===== src/rtl/xor_keystream_descrambler.sv =====
// Stream descrambler: XORs each accepted word with an LFSR keystream, reseeding every FRAME_LEN words.
// Optional macro DESCR_BYPASS_EN adds a per-word bypass input that passes data through unchanged.
module xor_keystream_descrambler #(
    parameter int               WIDTH     = 32,
    parameter logic [WIDTH-1:0] SEED      = 32'hFFFFFFFF,
    parameter logic [WIDTH-1:0] POLY      = 32'h04C11DB7,
    parameter int               FRAME_LEN = 1024
) (
    input  logic             clk,
    input  logic             rst_n,
    input  logic             sync_load,
    input  logic [WIDTH-1:0] seed_in,
`ifdef DESCR_BYPASS_EN
    input  logic             bypass,
`endif
    input  logic [WIDTH-1:0] in_data,
    input  logic             in_valid,
    output logic             in_ready,
    output logic [WIDTH-1:0] out_data,
    output logic             out_valid,
    input  logic             out_ready,
    output logic             frame_end,
    output logic [15:0]      word_cnt,
    output logic             state_dbg
);

    // Handshake rules (both sides): a transfer happens on a rising edge where
    // valid && ready; valid never depends on ready, and the producer holds data
    // stable while valid && !ready. in_ready is combinational from out_valid,
    // out_ready and sync_load.

    typedef enum logic {
        RUN  = 1'b0,
        LOAD = 1'b1
    } state_t;

    localparam logic [15:0] LAST_IDX = 16'(FRAME_LEN - 1);

    state_t           state;
    state_t           state_nxt;
    logic [WIDTH-1:0] key;
    logic [WIDTH-1:0] key_nxt;
    logic [15:0]      cnt_nxt;
    logic             accept;
    logic             last_word;
    logic             byp;

`ifdef DESCR_BYPASS_EN
    assign byp = bypass;
`else
    assign byp = 1'b0;
`endif

    assign state_dbg = state;
    assign last_word = (word_cnt == LAST_IDX);

    always_comb begin
        state_nxt = state;
        in_ready  = !sync_load && (!out_valid || out_ready);
        accept    = in_valid && in_ready;
        key_nxt   = key;
        cnt_nxt   = word_cnt;

        case (state)
            RUN:     if (sync_load) state_nxt = LOAD;
            LOAD:    state_nxt = sync_load ? LOAD : RUN;
            default: state_nxt = RUN;
        endcase

        // sync_load takes priority and blocks the input, so it never races an accept.
        if (sync_load) begin
            key_nxt = seed_in;
            cnt_nxt = '0;
        end else if (accept) begin
            if (last_word) begin
                key_nxt = SEED;
                cnt_nxt = '0;
            end else begin
                key_nxt = {key[WIDTH-2:0], ^(key & POLY)};
                cnt_nxt = word_cnt + 16'd1;
            end
        end
    end

    always_ff @(posedge clk or negedge rst_n) begin
        if (!rst_n) begin
            state    <= RUN;
            key      <= SEED;
            word_cnt <= '0;
        end else begin
            state    <= state_nxt;
            key      <= key_nxt;
            word_cnt <= cnt_nxt;
        end
    end

    // Single output register; an accept in the same cycle as a drain overwrites it.
    always_ff @(posedge clk or negedge rst_n) begin
        if (!rst_n) begin
            out_data  <= '0;
            out_valid <= 1'b0;
            frame_end <= 1'b0;
        end else if (accept) begin
            out_data  <= byp ? in_data : (in_data ^ key);
            out_valid <= 1'b1;
            frame_end <= last_word;
        end else if (out_valid && out_ready) begin
            out_valid <= 1'b0;
            frame_end <= 1'b0;
        end
    end

endmodule


===== config.mk =====
export PLATFORM = sky130hd
export DESIGN_NAME = xor_keystream_descrambler
export DESIGN_NICKNAME = d
export VERILOG_FILES = /design/src/rtl/xor_keystream_descrambler.sv
export SDC_FILE = /design/constraint.sdc
export NUM_CORES = 1
export LEC_CHECK = 0
export ABC_AREA = 1
export CORE_UTILIZATION = 44
export CTS_CLUSTER_DIAMETER = 40
export DETAILED_ROUTE_END_ITERATION = 10
export GPL_TIMING_DRIVEN = 0
export HOLD_SLACK_MARGIN = 0.08
export PLACE_DENSITY = 0.83
export SYNTH_ARGS = -nofsm -noshare
export SYNTH_HDL_FRONTEND = slang
export SYNTH_SLANG_ARGS = --single-unit

===== constraint.sdc =====
create_clock -name clk -period 1.5 [get_ports clk]
set_input_delay 0.375 -clock clk [delete_from_list [all_inputs] [get_ports clk]]
set_output_delay 0.375 -clock clk [all_outputs]
set_load 0.1 [all_outputs]

==> impl_metrics.toml <==
[outcome]
status = "finished with violations"
failed_checks = "setup timing"

[final_layout]
synthToLayoutAreaGrowth_pct = 59.5
drive_above_1_share_pct = 42.2
design_area_um2 = 6940
num-fill-cells = 653
n_antenna_cell = 0
layout_common_cells = "nand2_1, clkdlybuf4s50_1, buf_4"
nets = 754
final_common_cell = "nand2_1"

[routing]
routed_wl_mm = 14.5
dr.pass1.iters = 5
drt_iter0_markers = 274
routedWlPerCell_um = 17.7
wl_met2_mm = 7.34
top_layer = "met4"
wl_met1_mm = 5.83
drc = 0
vias_per_cell = 5.39
route.met3.wl_um = 961
vias = 4409
antenna_left = 0

[synth]
yosysWarnings = 0
synth-main-ff-cell = "dfrtp_1"
yosys.area.top_type = "dfrtp_1"
syn-num-nets = 584
synth_edf_count = 0
synth_top_area_share_pct = 29.3
yosysUniqueCellTypes = 32
synth.top_cells.by_area = "dfrtp_1, dfstp_2, nand2_1"
synth-seq-area-share_pct = 48.7
netlist_instances = 514
ys_ff_latch = 83
syn_area_per_cell_um2 = 8.46
syn_area_um2 = 4350
async_flop_share_pct = 100

[worst_hold_path]
min_to = "state_dbg"
whs_path_depth = 1
hold_class = "in2reg"
min_from = "sync_load"

[critical_path]
worst_ep_arrival_time_ns = 1.94
ff2ff_setup_slack_ns = -0.21
cp_max_fo = 8
crit_start = "out_valid"
r2r_start = "out_valid"
worstReg2RegEnd = "frame_end"
worstSetupPathType = "reg2reg"
reg2reg_depth = 9
cp-end-kind = "register"
startpoint_type = "register"
critPathRequiredTime_ns = 1.73

[die]
die-area_um2 = 10300
die_h_um = 101
core.rowCount = 35
ios = 121
start_util_pct = 46.2
die_w_um = 101
core-area_um2 = 9420

[grt]
grt_antenna_before_repair = 0
grtUsageTotal_pct = 25.4
grt_pass1_vias = 4084
grt_pass1_wl_mm = 19.9
grt_max_degree = 64
grt_overflow = 0

[timing]
setup_violations = 77
worst_pin_slew_ns = 0.571
finalCriticalPeriod_ns = 1.71
layout_setup_ws_ns = -0.208
fin_setup_tns_ns = -7.50
rsz0062_at_grt = "true"
fmax_mhz = 585
maxSlewHeadroom_pct = 61.9
min_period_over_period_pct = 114
maxSlewViolCount = 0
final_hold_viol_count = 0
finClkSkew_ns = 0.0159
whs_ns = 0.296

[clock_network]
clk_pin_slew_ns = 0.09
cts.sinks = 83
insertion_delay_ns = 0.36
cts-buffers-inserted = 9
cts_tree = "yes"
clockBufferDepth = 2
htreeDepth = 3
cts-root-buf = "clkbuf_8"

[power]
p_leak_uw = 0.00304
p_int_uw = 4820
pwr-share-comb_pct = 44.1
power.ir.vdd_worst_uv = 792
p_clk_share_pct = 20.5
swShare_pct = 44.5
powerDensity_nw_per_um2 = 1250
switchingPower_uw = 3860
seqPwrFrac_pct = 35.4

[placed_design]
hpwl_mm = 8.70
placed_area_um2 = 5790
port-buffer-count = 120
gp_congestion = 0.835

[job]
cap_violations = 0
## synthesized netlist by cell type (2+ instances only)
cell / number
nand2_1: 125
o21ai_0: 53
dfrtp_1: 51
nor2_1: 51
xnor2_1: 35
inv_1: 34
dfstp_2: 32
a21oi_1: 26
o21ai_2: 19
nand3_1: 14
clkbuf_1: 12
o22ai_1: 12
buf_2: 7
nand4_1: 6
buf_6: 5
nor3_1: 5
xor2_1: 5
buf_4: 2
nand2_2: 2
nor2_4: 2
nor3_2: 2
o21ai_1: 2
o22ai_2: 2
o31ai_1: 2
## routing by layer
metal  up-vias  GRT usage (%)
met5         -              0
met4         0           8.03
met3        36           4.14
met2       220           43.3
met1      2136           33.0
li1       2017              -
## cell families (layout without fill, tap and decap cells)
kind of cell	count (synthesis)	count (layout)	share of synthesized area, %
simple gates	212	212	20.6
compound gates	117	117	15.9
flops	83	83	48.7
buf+inv	61	236	6.50
xor+xnor	40	40	8.05
fa+ha+maj	1	1	0.288
## worst max-delay path: stages, from the launching register on
cell and delay (ns):
dfrtp_4 0.50, inv_4 0.08, nor2_4 0.04, nor2_4 0.13, buf_6 0.13, nand2_8 0.09
buf_6 0.15, nor2_4 0.25, buf_4 0.18, a21oi_1 0.04
## flip-flops by register name (all words and copies together) (netlist names)
name and flops:
key 32, out_data 32, word_cnt 16, frame_end 1, out_valid 1, state_dbg 1
## final cells by class
cell class,count,area (um^2),area share (%)
clock inverters,5,78.8,1.14
repair buffers,163,1670,24.0
inverters,35,146,2.11
multi-input cells,370,2380,34.3
flip-flops and latches,83,2130,30.8
well taps,129,161,2.33
plain buffers,22,238,3.43
clock buffers,11,131,1.89
## per-stage QoR
stage	setup WS [ns]	util (%)	total power (uW)	instances
6_report	-0.208	73.7	8680	818
4_1_cts	-0.232	67.3	8240	803
2_1_floorplan	-0.559	-	5480	514
3_3_place_gp	-3.41	61.2	6360	763
5_1_grt	-0.258	73.7	9020	818
3_5_place_dp	-1.13	61.4	6440	764
## how the worst max path moves through the flow
stage / to / slack [ns] / cells after the start
2_1_floorplan: word_cnt[15] / -0.56 / 10
3_3_place_gp: word_cnt[0] / -3.41 / 1
3_5_place_dp: in_ready / -1.13 / 4
4_1_cts: key[31] / -0.23 / 11
5_1_grt: frame_end / -0.26 / 9
6_report: frame_end / -0.21 / 9
## repair_timing
action	CTS	global route
hold buffers	1	0
pin swaps	14	24
cloned	2	7
resized for setup	382	167
buffers inserted	22	14
endpoints found under the setup margin	131	89
hold endpoints to repair	20	0
## power by group through the flow
stage               clock network, uW  logic (uW)  registers (uW)
floorplan                           0         921            4560
finish                           1780        3830            3070
global route                     1900        4000            3110
CTS                              1770        3470            3000
detailed placement                  0        3430            3010
global placement                    0        3370            2990
(Power assumes the default switching activity.)
==> RTL change (config.mk and constraints unchanged) <==
Change the parameter `WIDTH` from 32 to 48.
--- a/src/rtl/xor_keystream_descrambler.sv
+++ b/src/rtl/xor_keystream_descrambler.sv
@@ -1,7 +1,7 @@
 // Stream descrambler: XORs each accepted word with an LFSR keystream, reseeding every FRAME_LEN words.
 // Optional macro DESCR_BYPASS_EN adds a per-word bypass input that passes data through unchanged.
 module xor_keystream_descrambler #(
-    parameter int               WIDTH     = 32,
+    parameter int               WIDTH     = 48,
     parameter logic [WIDTH-1:0] SEED      = 32'hFFFFFFFF,
     parameter logic [WIDTH-1:0] POLY      = 32'h04C11DB7,
     parameter int               FRAME_LEN = 1024
Interface: changed (resized in_data, out_data and seed_in); port bits go from 121 to 169. No check against the original RTL was run, so the function may have changed too.
==> RTL change against the unedited design <==
Largest cell class is now flip-flops and latches; total power is 47% higher; wire length is 25% higher; count of clock-buffer cells in the layout is 16 higher; the run still ends with negative setup slack left; sequential cell count is 32 higher; final area is 27% higher; via count is 23% higher; hold slack better by 0.095 ns; combinational power is 26% higher; highest routed layer unchanged; sequential share of layout area is 2.5 points higher; worst setup slack better by 0.019 ns; area after synthesis is 32% higher.
==> RTL change: results (changes against the unedited design) <==
Final setup vio count = 69 (was 77)
Worst slew margin = 54.1% (was 61.9%)
Pleak = 3.88 nW (was 3.04 nW)
Vias in the first global route = 5550 (was 4084)
Ant. Diodes = 0 (unchanged)
Post-synthesis adder-cell area fraction = 0.218% (was 0.288%)
Asr flop ratio synth = 100% (unchanged)
H-tree lvl count = 4 (was 3)
Fillers = 964 (was 653)
Uppermost layer routed = met4 (unchanged)
Initial antenna violation count = 0 (unchanged)
Final WS setup = -0.189 ns (was -0.208 ns)
Final Cell Area = 8820 um2 (was 6940 um2)
Warnings from Yosys = 0 (unchanged)
Final TNS setup = -7.88 ns (was -7.50 ns)
Synth top area cells = dfrtp_1 36%, dfstp_2 15%, nand2_1 9.9% (was dfrtp_1 29%, dfstp_2 19%, nand2_1 11%)
Post-DP HPWL = 12000 um (was 8700 um)
Post-Synth XOR/XNOR Area = 9.32% (was 8.05%)
Yosys cell types = 36 (was 32)
Placed Instances = 986 (was 764)
Post-Layout Cell Count = 1033 (was 818)
Met3 WL post-DR = 1130 um (was 961 um)
CTS root buf = clkbuf_16 (was clkbuf_8)
Inserted Clock Buffers = 17 (was 9)
Max FO, Critical Path = 3 (was 8)
Starting DRT DRC Count = 418 (was 274)
I/O Buffers = 168 (was 120)
Met1 wire length = 7640 um (was 5830 um)
Detailed Routing Iterations Pass 1 = 4 (was 5)
Compound-Gate Fraction of Synth Area = 13.4% (was 15.9%)
GRT Overall Usage = 27.9% (was 25.4%)
Worst clock skew = 0.00911 ns (was 0.0159 ns)
Reg clk slew, reported paths = 0.05 ns (was 0.09 ns)
DRC viols = 0 (unchanged)
Most instantiated cells after synthesis = 152 x nand2_1, 83 x dfrtp_1, 59 x o21ai_0 (was 125 x nand2_1, 53 x o21ai_0, 51 x dfrtp_1, 51 x nor2_1, 35 x xnor2_1)
Ys flop type = dfrtp_1 (unchanged)
Status = complete, but fails checks (unchanged)
Routability congestion estimate = 0.863 (was 0.835)
Metal2 WL = 8570 um (was 7340 um)
WP data arrival = 1.31 ns (was 1.94 ns)
Largest net degree at the start of global routing = 89 (was 64)
Worst vdd ir = 786 uV (was 792 uV)
Clk_lat worst skew = 0.42 ns (was 0.36 ns)
Failing checks = negative setup slack (unchanged)
Largest registers = key x48, out_data x48, word_cnt x16 (was key x32, out_data x32, word_cnt x16)
Vias/cell = 5.24 (was 5.39)
First-pass GRT wire length = 28200 um (was 19900 um)
Final nets = 950 (was 754)
Post-synthesis sequential area ratio = 50.9% (was 48.7%)
WL final = 18000 um (was 14500 um)
Mean Syn Cell Area = 8.89 um2 (was 8.46 um2)
Post-Syn Nets = 747 (was 584)
Hold Path Class = in2async (was in2reg)
Share of layout cells above drive strength 1 = 31.7% (was 42.2%)
Place WS = -1.13 ns (about the same)
Clk buf depth = 2 (unchanged)
Placement Cell Area = 7840 um2 (was 5790 um2)
==> RTL change: per-layer routing <==
layer	up-vias	global-route usage [%]
met4	0	15.5
met5	-	0
li1	2570	-
met2	230	44.0
met3	55	6.80
met1	2554	35.4
==> RTL change: critical path: stages (launching register included) <==
cell,delay (ns)
dfrtp_4,0.48
inv_2,0.07
nor2_2,0.04
nor2_4,0.12
buf_12,0.18
==> RTL change: power by group <==
part / switching [mW] / internal [mW]
combinational: 3.44 / 1.38
sequential: 0.472 / 3.71
clock: 1.39 / 2.36
==> RTL change: path summary, 6_finish.rpt <==
path	start	to	slack [ns]	cells after the start
max	out_valid	in_ready	-0.19	4
min	rst_n	word_cnt[10]	0.39	2
max reg2reg	word_cnt[0]	key[47]	-0.19	9
min reg2reg	out_data[6]	out_data[6]	0.48	2
max in group asynchronous	rst_n	key[0]	0.33	3
min in group clk	sync_load	state_dbg	0.48	1
==> RTL change: logic make-up (layout without fill, tap and decap cells) <==
family / after synthesis / count (layout)
AO/OA/AOI/OAI: 136 / 136
flip-flops: 115 / 115
XOR/XNOR: 61 / 61
buffers and inverters: 79 / 295
adder cells (fa/ha/maj): 1 / 1
AND/OR/NAND/NOR: 253 / 253
==> RTL change: final cells by class <==
cell class | instances | area share, %
well taps | 172 | 2.44
multi-input cells | 451 | 31.4
clock buffers | 27 | 5.93
flip-flops and latches | 115 | 33.3
plain buffers | 33 | 4.20
inverters | 41 | 1.90
repair buffers | 189 | 20.6
clock inverters | 5 | 0.312
==> RTL change: repair_timing <==
action                     in CTS  in global routing
gates cloned                    3                  0
setup buffers                  12                  4
gates resized for setup       509                 67
hold endpoints to repair       27                  0
setup endpoints to repair     181                117
hold buffers                    1                  0
pin swaps                      23                  9
